$ cat src/rtl/lsab_defs.v
// rtl/lsab_defs.v - default lsab_cwp dimensions and the log2 helper
`ifndef LSAB_DEFS_V
`define LSAB_DEFS_V

`define LSAB_DEF_WIDTH    32
`define LSAB_DEF_DEPTH    16
`define LSAB_DEF_CHANNELS 4

// Ceiling log2: number of address bits needed to index v entries.
function automatic int lsab_log2(input int v);
   int r;
   r = 0;
   while ((1 << r) < v) r++;
   return r;
endfunction

`endif

$ cat src/rtl/lsab_cwp_pkg.sv
// rtl/lsab_cwp_pkg.sv - shared parameters and types for the lsab_cwp channelised FIFO
package lsab_cwp_pkg;
`include "lsab_defs.v"

   localparam int DEF_WIDTH    = `LSAB_DEF_WIDTH;
   localparam int DEF_DEPTH    = `LSAB_DEF_DEPTH;
   localparam int DEF_CHANNELS = `LSAB_DEF_CHANNELS;

endpackage

$ cat src/rtl/lsab_cwp_chan.sv
// rtl/lsab_cwp_chan.sv - per-channel pointers, occupancy, status and sticky error flags
module lsab_cwp_chan
   import lsab_cwp_pkg::*;
#(
   parameter int DEPTH     = DEF_DEPTH,
   parameter int BFULL_LVL = DEPTH - 2,
   parameter int LW        = lsab_log2(DEPTH) + 1
) (
   input  logic          clk,
   input  logic          rst,
   input  logic          push,
   input  logic          pop,
   input  logic          flush,
   input  logic          err_clr,
   output logic          push_ok,
   output logic          pop_ok,
   output logic [LW-2:0] wptr,
   output logic [LW-2:0] rptr,
   output logic [LW-1:0] level,
   output logic          bfull,
   output logic          empty,
   output logic          overflow,
   output logic          underflow
);
   localparam int PW = LW - 1;
   localparam logic [LW-1:0] FULL_CNT  = LW'(DEPTH);
   localparam logic [LW-1:0] BFULL_CNT = LW'(BFULL_LVL);

   logic [PW-1:0] wptr_q, wptr_d, rptr_q, rptr_d;
   logic [LW-1:0] count_q, count_d;
   logic          bfull_q, bfull_d, empty_q, empty_d;
   logic          ovf_q, ovf_d, unf_q, unf_d;

   always_comb begin
      pop_ok  = pop && !flush && (count_q != '0);
      // A full channel still accepts a push when the same edge frees a slot.
      push_ok = push && !flush && ((count_q != FULL_CNT) || pop_ok);
      wptr_d  = wptr_q;
      rptr_d  = rptr_q;
      count_d = count_q;
      if (flush) begin
         wptr_d  = '0;
         rptr_d  = '0;
         count_d = '0;
      end else begin
         if (push_ok) wptr_d = wptr_q + PW'(1);
         if (pop_ok)  rptr_d = rptr_q + PW'(1);
         case ({push_ok, pop_ok})
            2'b10:   count_d = count_q + LW'(1);
            2'b01:   count_d = count_q - LW'(1);
            default: count_d = count_q;
         endcase
      end
      bfull_d = (count_d >= BFULL_CNT);
      empty_d = (count_d == '0);
      ovf_d   = (ovf_q && !err_clr) || (push && !flush && !push_ok);
      unf_d   = (unf_q && !err_clr) || (pop && !flush && (count_q == '0));
   end

   always_ff @(posedge clk or posedge rst) begin
      if (rst) begin
         wptr_q  <= '0;
         rptr_q  <= '0;
         count_q <= '0;
         bfull_q <= 1'b0;
         empty_q <= 1'b1;
         ovf_q   <= 1'b0;
         unf_q   <= 1'b0;
      end else begin
         wptr_q  <= wptr_d;
         rptr_q  <= rptr_d;
         count_q <= count_d;
         bfull_q <= bfull_d;
         empty_q <= empty_d;
         ovf_q   <= ovf_d;
         unf_q   <= unf_d;
      end
   end

   assign wptr      = wptr_q;
   assign rptr      = rptr_q;
   assign level     = count_q;
   assign bfull     = bfull_q;
   assign empty     = empty_q;
   assign overflow  = ovf_q;
   assign underflow = unf_q;

endmodule

$ cat src/rtl/lsab_cwp.sv
// rtl/lsab_cwp.sv - multi-channel FIFO sharing one storage array addressed {channel, pointer}
module lsab_cwp
   import lsab_cwp_pkg::*;
#(
   parameter int WIDTH     = DEF_WIDTH,
   parameter int DEPTH     = DEF_DEPTH,
   parameter int CHANNELS  = DEF_CHANNELS,
   parameter int BFULL_LVL = DEPTH - 2,
   localparam int CW       = lsab_log2(CHANNELS),
   localparam int LW       = lsab_log2(DEPTH) + 1
) (
   input  logic                      CLK,
   input  logic                      RST,
   input  logic                      WRITE,
   input  logic [CW-1:0]             WRITE_FIFO,
   input  logic [WIDTH-1:0]          IN,
   input  logic                      READ,
   input  logic [CW-1:0]             READ_FIFO,
   input  logic [CHANNELS-1:0]       FLUSH,
   input  logic                      ERR_CLR,
   output logic [CHANNELS*WIDTH-1:0] OUT,
   output logic [CHANNELS-1:0]       BFULL,
   output logic [CHANNELS-1:0]       EMPTY,
   output logic [CHANNELS*LW-1:0]    LEVEL,
   output logic [CHANNELS-1:0]       OVERFLOW,
   output logic [CHANNELS-1:0]       UNDERFLOW
);
   localparam int PW = LW - 1;

   logic [CHANNELS-1:0]          push_ok, pop_ok;
   logic [CHANNELS-1:0][PW-1:0]  wptr, rptr;
   logic [WIDTH-1:0]             mem [CHANNELS*DEPTH];
   logic [CW+PW-1:0]             waddr, raddr;
   logic [WIDTH-1:0]             head;
   logic [CHANNELS*WIDTH-1:0]    out_q, out_d;

   for (genvar c = 0; c < CHANNELS; c++) begin : g_chan
      lsab_cwp_chan #(
         .DEPTH     (DEPTH),
         .BFULL_LVL (BFULL_LVL),
         .LW        (LW)
      ) u_chan (
         .clk       (CLK),
         .rst       (RST),
         .push      (WRITE && (WRITE_FIFO == CW'(c))),
         .pop       (READ && (READ_FIFO == CW'(c))),
         .flush     (FLUSH[c]),
         .err_clr   (ERR_CLR),
         .push_ok   (push_ok[c]),
         .pop_ok    (pop_ok[c]),
         .wptr      (wptr[c]),
         .rptr      (rptr[c]),
         .level     (LEVEL[c*LW +: LW]),
         .bfull     (BFULL[c]),
         .empty     (EMPTY[c]),
         .overflow  (OVERFLOW[c]),
         .underflow (UNDERFLOW[c])
      );
   end

   assign waddr = {WRITE_FIFO, wptr[WRITE_FIFO]};
   assign raddr = {READ_FIFO, rptr[READ_FIFO]};
   // Head is read before the edge, so a push+pop on a full channel returns the old word.
   assign head  = mem[raddr];

   always_ff @(posedge CLK) begin
      if (|push_ok) mem[waddr] <= IN;
   end

   always_comb begin
      out_d = out_q;
      if (|pop_ok) out_d[READ_FIFO*WIDTH +: WIDTH] = head;
   end

   always_ff @(posedge CLK or posedge RST) begin
      if (RST) out_q <= '0;
      else     out_q <= out_d;
   end

   assign OUT = out_q;

endmodule

$ cat config.mk
export PLATFORM = sky130hd
export DESIGN_NAME = lsab_cwp
export DESIGN_NICKNAME = d
export VERILOG_FILES = /design/src/rtl/lsab_cwp_pkg.sv /design/src/rtl/lsab_cwp_chan.sv /design/src/rtl/lsab_cwp.sv
export VERILOG_INCLUDE_DIRS = /design/src /design/src/rtl
export SDC_FILE = /design/constraint.sdc
export NUM_CORES = 2
export LEC_CHECK = 0
export BUFFER_PORTS_ARGS = -buffer_cell sky130_fd_sc_hd__buf_2
export CORE_ASPECT_RATIO = 0.8
export CORE_UTILIZATION = 60
export DETAILED_ROUTE_END_ITERATION = 16
export PLACE_DENSITY = 0.76
export SLEW_MARGIN = 10
export SYNTH_ARGS = -nofsm -noshare
export SYNTH_HDL_FRONTEND = slang
export SYNTH_SLANG_ARGS = --single-unit
$ cat constraint.sdc
create_clock -name CLK -period 15.29 [get_ports CLK]
set_input_delay 3.058 -clock CLK [delete_from_list [all_inputs] [get_ports CLK]]
set_output_delay 3.058 -clock CLK [all_outputs]
set_load 0.1 [all_outputs]
After elaboration in Yosys (flattened, before gate mapping)
Memories as Yosys holds them, arrays and structs flattened.
Index checks and enable logic that the tools add are counted.
{"block": "totals", "reg_bits": 196, "latch_bits": 0, "ramBits": 2048, "rom_bits": 0, "input_bits": 45, "out_inout_bits": 164, "elab_cells": 189, "mem_count": 1}
{"memory": "mem", "depth": 64, "word_bits": 32, "read_ports": 1, "rd_clocked_by_memory_dff": 0, "wr": 1, "line": "lsab_cwp.sv:32", "rtl": "logic [WIDTH-1:0] mem [CHANNELS*DEPTH];"}
{"block": "classes", "add_sub_neg": 17, "n_mul": 0, "n_div": 0, "n_lt_le_gt_ge": 6, "n_eq_ne": 18, "shift": 2, "n_mux": 31, "bitwise": 0, "n_reduce_logical": 85}
{"op": "128-bit bitwise mux", "n": 1}
{"op": "32-bit by 34-bit variable shift with 128-bit output (first input constant)", "n": 1}
{"op": "32-bit by 34-bit variable part select with 128-bit output", "n": 1}
{"op": "4-bit 2-to-1 mux", "n": 18}
{"op": "1-bit logical AND", "n": 40}
{"op": "5-bit logical NOT", "n": 8}
{"op": "5-bit one-hot mux with 2 select lines", "n": 4}
{"op": "7-bit negator with 34-bit output", "n": 1}
{"op": "4-bit by 1-bit adder with 4-bit output (second input constant)", "n": 8}
{"op": "5-bit by 1-bit adder with 5-bit output (second input constant)", "n": 4}
{"op": "5-bit by 4-bit greater-or-equal comparator with 1-bit output (second input constant)", "n": 4}
{"op": "5-bit 2-to-1 mux", "n": 4}
{"op": "5-bit inequality test (second input constant)", "n": 4}
{"op": "5-bit nonzero test", "n": 4}
{"op": "5-bit by 1-bit subtractor with 5-bit output (second input constant)", "n": 4}
{"op": "4-bit binary-select mux with 2-bit select", "n": 2}
{"op": "2-bit equality test (second input constant)", "n": 8}
{"op": "2-bit nonzero test", "n": 8}
{"op": "2-bit by 1-bit equality test with 1-bit output (second input constant)", "n": 6}
{"op": "1-bit logical OR", "n": 12}
{"op": "1-bit logical NOT", "n": 9}
{"op": "4-bit OR reduction", "n": 2}
{"op": "2-bit by 3-bit < comparator with 1-bit output (second input constant)", "n": 2}
{"op": "2-bit logical NOT", "n": 2}
{"op": "1-bit 2-to-1 mux", "n": 2}

Logic depth before layout (Yosys ltp)
{"block": "logic_depth", "depth_word": 10, "depth_mapped": 18, "mapped_depth_nobuf": 14}

Modules after synthesis
A second synthesis with hierarchy kept.
{"block": "hier_totals", "cells_unflattened": 5460, "hier_area_um2": 90720.8}
{"mod": "lsab_cwp", "n_inst": 1, "cells_each": 4876, "area_each_um2": 85736.0, "seq_area_each_um2": 64702.1}
{"mod": "lsab_cwp_chan", "n_inst": 4, "cells_each": 146, "area_each_um2": 1246.2, "seq_area_each_um2": 426.7}

Worst setup path after synthesis
No wires, ideal clock.
{"block": "synth_timing", "kind": "input port to flip-flop", "start": "in READ_FIFO[1]", "end": "mem mem[7][0] (netlist name) (enable)", "setup_ns": 0.423, "arrival_time_ns": 7.077, "required_time_ns": 14.867, "setup_slack_ns": 7.791, "cell_stages": 13, "n_path_buf": 5, "path_cell_list": "buf_2 buf_2 inv_1 clkbuf_1 buf_1 ha_1 nand3b_1 nand3_1 nor3b_1 or4_1 clkbuf_1 nand3_1 nor2_1"}
{"block": "synth_between", "elab_chain_len": 9, "word_cells_on_any_way": 27, "classes_between": "3 x eq/ne; 2 x mux; 22 x reduce/logical"}
{"item": "from (decl)", "line": "lsab_cwp.sv:18", "rtl": "input logic [CW-1:0] READ_FIFO,"}
{"item": "2-bit by 1-bit equality test with 1-bit output, or another cell as far along", "line": "lsab_cwp.sv:46", "rtl": ".pop (READ && (READ_FIFO == CW'(c))),"}
{"item": "1-bit logical AND", "line": "lsab_cwp.sv:46"}
{"item": "1-bit logical AND (2 in series)", "line": "lsab_cwp_chan.sv:35", "rtl": "pop_ok = pop && !flush && (count_q != '0);"}
{"item": "1-bit logical OR", "line": "lsab_cwp_chan.sv:37", "rtl": "push_ok = push && !flush && ((count_q != FULL_CNT) || pop_ok);"}
{"item": "1-bit logical AND", "line": "lsab_cwp_chan.sv:37"}
{"item": "4-bit OR reduction *", "line": "lsab_cwp.sv:67", "rtl": "if (|push_ok) mem[waddr] <= IN;"}
{"item": "1-bit 2-to-1 mux *", "line": "lsab_cwp.sv:67"}
{"item": "1-bit 2-to-1 mux (not written as such) *", "line": "lsab_cwp.sv:67"}
{"item": "to (decl)", "line": "lsab_cwp.sv:32"}
Every way passes the cells marked *; elsewhere a longest branch is shown, timed or not.

Final worst setup path
{"block": "layout_timing", "start": "in READ_FIFO[0]", "end": "reg out_q[73], in the netlist OUT[73]"}
{"block": "layout_between", "elab_chain_len": 5, "word_cells_on_any_way": 24, "classes_between": "1 x add/sub; 3 x eq/ne; 2 x shift; 3 x mux; 14 x reduce/logical; 1 x memory"}
{"item": "4-bit binary-select mux with 2-bit select, or another cell as far along", "line": "lsab_cwp.sv:62", "rtl": "assign raddr = {READ_FIFO, rptr[READ_FIFO]};"}
{"item": "4-bit 2-to-1 mux (not written as such) / 1-bit logical AND (equally long branches)", "line": "lsab_cwp.sv:62, lsab_cwp.sv:46"}
{"item": "memory 64 x 32 bit / 1-bit logical AND (equally long branches)"}
{"item": "32-bit by 34-bit variable part select with 128-bit output / 1-bit logical AND (equally long branches)", "line": "lsab_cwp.sv:72, lsab_cwp_chan.sv:35"}
{"item": "128-bit bitwise mux / 4-bit OR reduction (equally long branches)", "line": "lsab_cwp.sv:72", "rtl": "if (|pop_ok) out_d[READ_FIFO*WIDTH +: WIDTH] = head;"}
{"item": "to (signal assigned)", "line": "lsab_cwp.sv:77", "rtl": "else out_q <= out_d;"}
{"item": "to (decl)", "line": "lsab_cwp.sv:35", "rtl": "logic [CHANNELS*WIDTH-1:0] out_q, out_d;"}
Parallel ways exist; a longest one is shown, timed or not. The select of a mux whose other input is x is not followed.
A chain may end at the register's enable or synchronous reset.

==> metrics <==
status=completed; first-pass GRT wire length=365000 um; largest net degree at the start of global routing=132; M2 GR Usage=approximately half; gr usage total=35.2%; starting density of the core=60.5%; number of buffers added on ports=roughly 210; post-synthesis cell count=5201; M1 GR Usage=49.0%; most common cell in the synthesized netlist=edfxtp_1; fillers=9209; slowest cell on the critical path=mux4_4; nature of the critical path startpoint=primary input; Overflow after GRT=0; period utilization=54.2%; Routed WL=approximately 260000 um; DR iter-0 viols=9477; Horiz. Die Dim=430 um; Min-Delay Path Depth=2; drt first pass iters=8; area share of the largest cell type after synthesis=between 70% and 80%; CTS max path bufs=3; R2R cell count=10; max cap viols=0; worst-path maximum fanout=122; Fin Hold WS=~480 ps; synth warn=0; clk sinks=~2200; routed vias/inst=6.97; area grow syn2layout=11.7%; setup bufs post-CTS=0; Post-Route Setup TNS=0 ps; leakage power=32.5 nW; Largest stage delay, worst path=~940 ps; CTS Buf Count=202; async set-reset flop share out of synthesis=~8.7%; worst r2r dst=OUT[67]$_DFFE_PP0P_; Crit Path Class=in2reg; hold buffer count at CTS=0; mapped cell area=0.0878 mm^2; cell area power density=125 mW/mm^2; clk slew on worst S/H paths=approximately 60 ps; fraction of layout cells with a size suffix above 1=18.3%; # resized after CTS=0; WP data required=15970 ps; Area contributors post-synth=edfxtp_1, mux4_2, dfrtp_1; Worst Path Arrival=~9000 ps; via count=52687; Final nets=5545; die area=0.148 mm^2; pre-CTS WS=~6400 ps; Worst-Skew Late Latency=870 ps; Syn Area/Cell=around 17 um^2; hold_sp=OUT[108]$_DFFE_PP0P_; H-Tree Depth=4; hold crit path type=reg2reg; Clock Tree Root=clkbuf_16; Slew Limit Fails=0; peak supply drop=about 0.11 mV; area leader, netlist=edfxtp_1; core area=0.145 mm^2; Hold EP=OUT[108]$_DFFE_PP0P_; Achievable Freq=0.121 GHz; most frequent cells after synthesis=edfxtp_1, nand2_1, mux4_2, mux2i_1, nor2_1; Synth Net Count=between 5000 and 6000; synthesis-stage register bit count=roughly 2200; Synth Flop Type=edfxtp_1; GR peak layer=met2; Die Span Y=344 um; relative slew slack=12.8%; initial antenna violation count=15; Post-synth EDFFs=about 2000; DRT antenna net count=0; Hold Vio Cnt, Final=0; gpl congestion=0.879; TritonCTS clock tree=built; DRC=0; clock skew=29.0 ps; RSZ-0062 raised after global routing=false; PnR worst setup slack=7000 ps; met3 Use GR=12.5%; Crit. End Element=flip-flop; Post-DP HPWL=145000 um; Yosys cell types=72; sequential-to-total area share from yosys stat=~76%; reg-to-reg setup timing slack=a little under 10000 ps; Tmin final=8290 ps; vias in the first global route=slightly above 50000; total number of placement rows=125; I/O pins=between 200 and 250; DR WL/cell=about 34 um; # setup viols final=0; worst flop-to-flop path startpoint=g_chan[3].u_chan.rptr[0]$_DFFE_PP0P_; Tightest Pin Transition=1310 ps; CP cell instances=buf_2 > buf_4 > mux4_4 > buf_4 > buf_12 > mux4_2 > mux2i_1 > o22ai_1 > o21ai_0 > and4_1 > o21ai_0
==> critical path: cells and delay by family <==
kind | cells | cell delay (ps)
buffers and inverters | 4 | 2170
AOI/OAI and AO/OA | 3 | 1260
muxes | 3 | 1630
and+or+nand+nor | 1 | 580
==> area by class of cell <==
class | instances | area (um^2) | share of cell area, %
Inverter | 34 | 135 | 0.138
Tap cell | 1905 | 2380 | 2.43
Multi-Input combinational cell | 2620 | 20300 | 20.7
Timing Repair Buffer | 369 | 2300 | 2.35
Clock buffer | 268 | 5590 | 5.70
Sequential cell | 2244 | 66400 | 67.7
Antenna cell | 6 | 15.0 | 0.0153
Clock inverter | 108 | 965 | 0.983
==> how the worst max path moves through the flow <==
stage / from / to / cells past startpoint
finish: READ_FIFO[0] / OUT[73]$_DFFE_PP0P_ / 11
global route: READ_FIFO[0] / OUT[85]$_DFFE_PP0P_ / 11
CTS: READ_FIFO[0] / OUT[59]$_DFFE_PP0P_ / 11
detailed placement: READ_FIFO[0] / OUT[59]$_DFFE_PP0P_ / 11
global placement: READ_FIFO[0] / OUT[81]$_DFFE_PP0P_ / 11
floorplan: RST / OUT[0]$_DFFE_PP0P_ / 1
==> per-layer routing <==
metal,vias to the layer above,part of all wire (%)
met1,26301,35
met4,12,4.5
met5,-,0.029
met3,811,17
met2,4630,44
li1,20933,-
==> layout by cell type (no fill, tap or decap), drive strengths merged, types with 15 or more instances in the layout <==
cell     synthesis  layout
nand2b          17      17
edfxtp        2048    2048
nand3          164     164
dfrtp          192     192
a21oi          111     111
nand4           22      22
o21ai          163     163
nand2          735     735
a31oi           66      66
and3            17      17
o22ai           31      31
a32oi           61      61
clkbuf         109     268
buf            194     369
a22oi           85      85
mux4           263     263
nor2b           53      53
a211oi          68      68
nor2           217     217
bufinv           0      16
xor2            18      18
clkinv           0      80
a22o            38      38
a2111oi         15      15
nor3            27      27
ha              25      25
mux2i          217     217
inv             34      39
or3             15      15
==> stage by stage <==
stage / cell area (um^2) / utilization (%) / total power [mW] / std cells
global route: 98100 / 67.6 / 12.5 / 7550
global placement: 91500 / 63.0 / 7.28 / 7170
floorplan: 87800 / - / 7.08 / 5201
finish: 98100 / 67.6 / 12.3 / 7554
CTS: 98000 / 67.5 / 12.2 / 7547
detailed placement: 91500 / 63.0 / 7.29 / 7171
==> logic make-up (layout without fill, tap and decap cells) <==
| family | Yosys count | after routing | share of synthesized area (%) |
|---|---|---|---|
| compound gates | 756 | 756 | 5.88 |
| xor+xnor | 29 | 29 | 0.289 |
| fa+ha+maj | 29 | 29 | 0.448 |
| buf+inv | 337 | 779 | 1.92 |
| flops | 2244 | 2244 | 75.7 |
| mux | 492 | 492 | 9.38 |
| other cells | 0 | 6 | 0 |
| simple gates | 1314 | 1314 | 6.42 |
==> flip-flops by register name, indices dropped and copies added, names as in the netlist <==
name	count
g_chan.u_chan.bfull	4
g_chan.u_chan.underflow	4
g_chan.u_chan.empty	4
mem	2048
OUT	128
g_chan.u_chan.overflow	4
g_chan.u_chan.rptr	16
g_chan.u_chan.wptr	16
g_chan.u_chan.level	20
==> where the power goes <==
part | switching (mW) | internal (mW) | total, mW
registers | 0.0150 | 6.72 | 6.74
logic | 0.372 | 0.0715 | 0.444
clock network | 2.24 | 2.83 | 5.07
total | 2.63 | 9.63 | 12.3
Note: power is estimated with default switching activity, not from simulation.
